## src/rtl/mem_port_arbiter.sv

```systemverilog
// mem_port_arbiter: shares the CPU's single 32-bit memory port between the
// instruction-fetch requester (port A) and the load/store requester (port B).
// Each access is latched at grant and held until memory answers or the wait
// counter expires. The winning port then gets read data and a one-cycle ack.
// All outputs are registered.
//
// Optional feature: define MEM_ARB_ROUND_ROBIN_EN to alternate grants when
// both ports request in the same cycle. When it is undefined, port B always
// wins a tie.
module mem_port_arbiter #(
  parameter int unsigned TIMEOUT = 15
) (
  input  logic        clk,
  input  logic        rst_n,
  input  logic        req_a,
  input  logic [31:0] addr_a,
  input  logic        req_b,
  input  logic        we_b,
  input  logic [31:0] addr_b,
  input  logic [31:0] wdata_b,
  output logic        ack_a,
  output logic        ack_b,
  output logic [31:0] rdata,
  output logic        err,
  output logic        sel,
  output logic        mem_req,
  output logic        mem_we,
  output logic [31:0] mem_addr,
  output logic [31:0] mem_wdata,
  input  logic [31:0] mem_rdata,
  input  logic        mem_ready
);

  typedef enum logic [1:0] {IDLE, BUSY, DONE} state_t;

  localparam logic [7:0] TIMEOUT_CNT = 8'(TIMEOUT);

  state_t      state, state_n;
  logic [7:0]  wait_cnt, wait_cnt_n, wait_inc;
  logic        sel_n, mem_req_n, mem_we_n, ack_a_n, ack_b_n, err_n;
  logic [31:0] mem_addr_n, mem_wdata_n, rdata_n;
  logic        grant_b;

`ifdef MEM_ARB_ROUND_ROBIN_EN
  logic last_grant, last_grant_n;

  // On a tie, grant the port that was not served last. A single request wins outright.
  always_comb begin
    if (req_a && req_b) grant_b = ~last_grant;
    else                grant_b = req_b;
  end
`else
  // Fixed priority: a load/store beats a fetch so data accesses cannot starve.
  always_comb begin
    grant_b = req_b;
  end
`endif

  // Compute the next state and the next value of every registered output.
  always_comb begin
    state_n     = state;
    wait_cnt_n  = wait_cnt;
    wait_inc    = wait_cnt + 8'd1;
    sel_n       = sel;
    mem_req_n   = mem_req;
    mem_we_n    = mem_we;
    mem_addr_n  = mem_addr;
    mem_wdata_n = mem_wdata;
    rdata_n     = rdata;
    ack_a_n     = 1'b0;
    ack_b_n     = 1'b0;
    err_n       = 1'b0;
`ifdef MEM_ARB_ROUND_ROBIN_EN
    last_grant_n = last_grant;
`endif
    case (state)
      IDLE: begin
        if (req_a || req_b) begin
          sel_n       = grant_b;
          mem_addr_n  = grant_b ? addr_b : addr_a;
          mem_we_n    = grant_b & we_b;
          mem_wdata_n = grant_b ? wdata_b : 32'h0;
          wait_cnt_n  = 8'd0;
          mem_req_n   = 1'b1;
          state_n     = BUSY;
`ifdef MEM_ARB_ROUND_ROBIN_EN
          last_grant_n = grant_b;
`endif
        end
      end
      BUSY: begin
        if (mem_ready) begin
          rdata_n   = mem_rdata;
          mem_req_n = 1'b0;
          ack_a_n   = ~sel;
          ack_b_n   = sel;
          state_n   = DONE;
        end else begin
          wait_cnt_n = wait_inc;
          if (wait_inc == TIMEOUT_CNT) begin
            rdata_n   = 32'h0;
            err_n     = 1'b1;
            mem_req_n = 1'b0;
            ack_a_n   = ~sel;
            ack_b_n   = sel;
            state_n   = DONE;
          end
        end
      end
      DONE: begin
        state_n = IDLE;
      end
      default: begin
        state_n = IDLE;
      end
    endcase
  end

  // Register the state and outputs. Reset drops any in-flight access without an ack.
  always_ff @(posedge clk) begin
    if (!rst_n) begin
      state     <= IDLE;
      wait_cnt  <= 8'd0;
      sel       <= 1'b0;
      mem_req   <= 1'b0;
      mem_we    <= 1'b0;
      mem_addr  <= 32'h0;
      mem_wdata <= 32'h0;
      rdata     <= 32'h0;
      ack_a     <= 1'b0;
      ack_b     <= 1'b0;
      err       <= 1'b0;
`ifdef MEM_ARB_ROUND_ROBIN_EN
      last_grant <= 1'b1;
`endif
    end else begin
      state     <= state_n;
      wait_cnt  <= wait_cnt_n;
      sel       <= sel_n;
      mem_req   <= mem_req_n;
      mem_we    <= mem_we_n;
      mem_addr  <= mem_addr_n;
      mem_wdata <= mem_wdata_n;
      rdata     <= rdata_n;
      ack_a     <= ack_a_n;
      ack_b     <= ack_b_n;
      err       <= err_n;
`ifdef MEM_ARB_ROUND_ROBIN_EN
      last_grant <= last_grant_n;
`endif
    end
  end

endmodule

```

## config.mk

```make
export PLATFORM = sky130hd
export DESIGN_NAME = mem_port_arbiter
export DESIGN_NICKNAME = d
export VERILOG_FILES = /design/src/rtl/mem_port_arbiter.sv
export SDC_FILE = /design/constraint.sdc
export NUM_CORES = 1
export LEC_CHECK = 0
export CORE_MARGIN = 5
export CORE_UTILIZATION = 30
export CTS_BUF_LIST = sky130_fd_sc_hd__clkbuf_2 sky130_fd_sc_hd__clkbuf_4 sky130_fd_sc_hd__clkbuf_8
export DETAILED_ROUTE_END_ITERATION = 8
export DONT_BUFFER_PORTS = 1
export PLACE_DENSITY = 0.56
export SETUP_SLACK_MARGIN = 0.2
export SYNTH_ARGS = -nofsm -noshare
export SYNTH_HDL_FRONTEND = slang
export SYNTH_SLANG_ARGS = --single-unit
```

## constraint.sdc

```tcl
create_clock -name clk -period 4.15 [get_ports clk]
set_clock_uncertainty 0.2 [all_clocks]
set_input_delay 1.245 -clock clk [delete_from_list [all_inputs] [get_ports clk]]
set_output_delay 1.245 -clock clk [all_outputs]
set_load 0.005 [all_outputs]
```

==> impl_metrics.ini <==
[power]
max-vdd-ir-drop_mv = 0.187
p_leak_uw = 0.00187
power_density_nw_per_um2 = 447
power_uw = 2240

[global_routing]
grtUsageMet2_pct = 21.9
top_usage_layer = met2
grt_pass1_wl_um = 19500
grt-ovfl-total = 0
grt_usage_pct = 13.3
grt_pass1_vias = 3769
grt_max_degree = 66
use_met3_pct = 5.65
use_met1_pct = 15.8
antenna_found_initial = 0

[setup_path]
crit_fanout = 65
arrival_ns = 2.64
worstSetupPathType = input port to flip-flop
crit_path_top_delay_cell = and2_2
crit_path_end_kind = flip-flop
critical_path.n_buffers_inverters = 0
worstPathRequired_ns = 4.23
cp_top_family = simple AND/OR/NAND/NOR gates
slowest_delay_ns = 0.84
path_cells = or2_4 > and2_2 > nand2_1 > o211a_1
start_kind = input port

[routing]
via_per_inst = 5.49
drc = 0
first_pass_iters = 4
via_count = 3707
drt-initial-drc-count = 166
wl_per_cell_um = 19.0
ant_nets = 0
routed_wl_um = 12800

[synth]
synthFlopType = dfxtp_1
yosys_warnings = 0
syn-cell-area_um2 = 4730
ys_types = 42
synth_seq_area_share_pct = 47.4
synth-edff-count = 0
async_flop_share_pct = 0
ys_seq_elements = 112
syn_avg_cell_area_um2 = 9.64
mappedNetlistNets = 626
synth_cells = 490

[layout]
finish.utilization_pct = 32.7
regArea_um2 = 2240
multi_input_area_um2 = 2210
area_growth_pct = 6.09
postLayoutCellArea_um2 = 5010
layout-drive-gt1-share_pct = 6.68
num_antenna_cells = 0
fin_nets = 595
fill_cells = 1607

[clock_tree]
cts_buffers = 9
cts_tree = built
cts-root-buf = clkbuf_8
ctsHoldBuffers = 0
cts_setup_buffers = 0
cts.clk_slew.worst_paths_ns = 0.11
clock_latency_ns = 0.38
clkSinkCount = 112
clock_path_buffers = 2
post_cts_resized = 0
htreeDepth = 3

[placement]
io_buffers = 0
dpl-instance-area_um2 = 4770
place_hpwl_um = 8970
place_congestion = 0.752
place_ws_ns = 1.17

[die]
core_area_um2 = 15300
die_w_um = 136
dieHeight_um = 136
ioPinCount = 236
rows = 45
initial_core_util_pct = 30.9
dieArea_um2 = 18400

[timing]
worst_pin_slew_ns = 1.24
drv_slew = 0
clock.fmax_mhz = 391
fin_tns_setup_ns = 0
fin_ws_ns = 1.59
maxSlewHeadroom_pct = 17.3
hold_viol = 0
post-route-min-period_ns = 2.56
rsz0062_at_grt = no
setup_viol = 0
timing.final.crit_share_pct = 61.7

[outcome]
outcome = finished clean

[hold_path]
hold_path.class = flip-flop to flip-flop

[run]
max_cap_viol_count = 0
-- kinds of logic (layout without fill, tap and decap cells) --
| family | Yosys count | in the layout | share of synthesized area [%] |
|---|---|---|---|
| AOI/OAI and AO/OA | 153 | 153 | 24.3 |
| and+or+nand+nor | 140 | 140 | 15.0 |
| DFF | 112 | 112 | 47.4 |
| buffers and inverters | 50 | 24 | 5.77 |
| muxes | 33 | 33 | 6.99 |
| adders and majority gates | 2 | 2 | 0.529 |
-- worst min-delay path: stages, from the launching register on --
cell and delay, ns:
dfxtp_1 0.35, nand4_1 0.07, a21boi_1 0.06
-- path summary, 6_finish.rpt --
kind	depth (start not counted)	endpoint	slack, ns	from
worst max-delay path	4	mem_addr[21]	1.59	req_b
worst min-delay path	2	rdata[15]	0.31	rdata[15]
worst max register to register	6	ack_b	1.79	wait_cnt[0]
worst min register to register	2	rdata[15]	0.31	rdata[15]
-- flip-flops by register name, summed over array words and instances (netlist names) --
| signal | cells |
|---|---|
| mem_req | 1 |
| rdata | 32 |
| mem_we | 1 |
| state | 2 |
| wait_cnt | 8 |
| mem_wdata | 32 |
| mem_addr | 32 |
| ack_a | 1 |
| ack_b | 1 |
| sel | 1 |
| err | 1 |
-- Yosys cell counts (2+ instances only) --
library cell    n  area, µm²
a21boi_1       26        195
nand3_1         4       20.0
nand4_1        32        200
o21ai_0         7       35.0
a21oi_1        10       50.1
buf_2          17       85.1
and3_1          2       12.5
nor2_1         61        229
nor2b_1         5       31.3
and2_1          3       18.8
clkbuf_1       21       78.8
o211a_1        11        110
mux2i_1        33        330
inv_1           2       7.51
a22oi_1        65        488
buf_6           8       90.1
dfxtp_1       112       2240
ha_1            2       25.0
a21boi_0        8       60.1
and3b_1         2       17.5
nor3_1          2       10.0
a211oi_1       21        158
nand2_1        17       63.8
-- cells in the final DEF, fill, tap and decap left out, types with 4 or more instances in the layout --
| master | n |
|---|---|
| o21ai_0 | 7 |
| mux2i_1 | 33 |
| nor2b_1 | 5 |
| nand2_1 | 17 |
| a211oi_1 | 21 |
| o211a_1 | 11 |
| a21oi_1 | 10 |
| a21boi_0 | 8 |
| clkbuf_8 | 9 |
| buf_4 | 5 |
| nor2_1 | 61 |
| dfxtp_1 | 112 |
| a22oi_1 | 65 |
| nand3_1 | 4 |
| nand4_1 | 32 |
| a21boi_1 | 26 |
-- through the flow --
| step | instances | hold WS (ns) |
|---|---|---|
| after floorplan | 490 | 0.263 |
| after global placement | 659 | 0.290 |
| after detailed placement | 659 | 0.302 |
| after CTS | 675 | 0.318 |
| after global routing | 675 | 0.350 |
| final | 675 | 0.315 |
-- routing by layer --
layer  routed length, µm  vias to the layer above
li1                    -                     1750
met1                5220                     1762
met2                6090                      188
met3                1400                        7
met4                  97                        0
met5                   0                        -
-- cell type report --
cell class,count,area share [%]
clock buffers,9,2.47
clock inverters,7,2.45
inverters,3,0.225
multi-input cells,328,44.1
flip-flops and latches,112,44.7
well taps,211,5.27
repair buffers,5,0.749
-- where the power goes --
group	leakage (µW)	internal [µW]	switching (µW)
clock network	0.000119	358	408
registers	0.000919	1160	77.3
logic	0.000830	98.7	138
No activity file was read; power rests on OpenSTA's default activity.
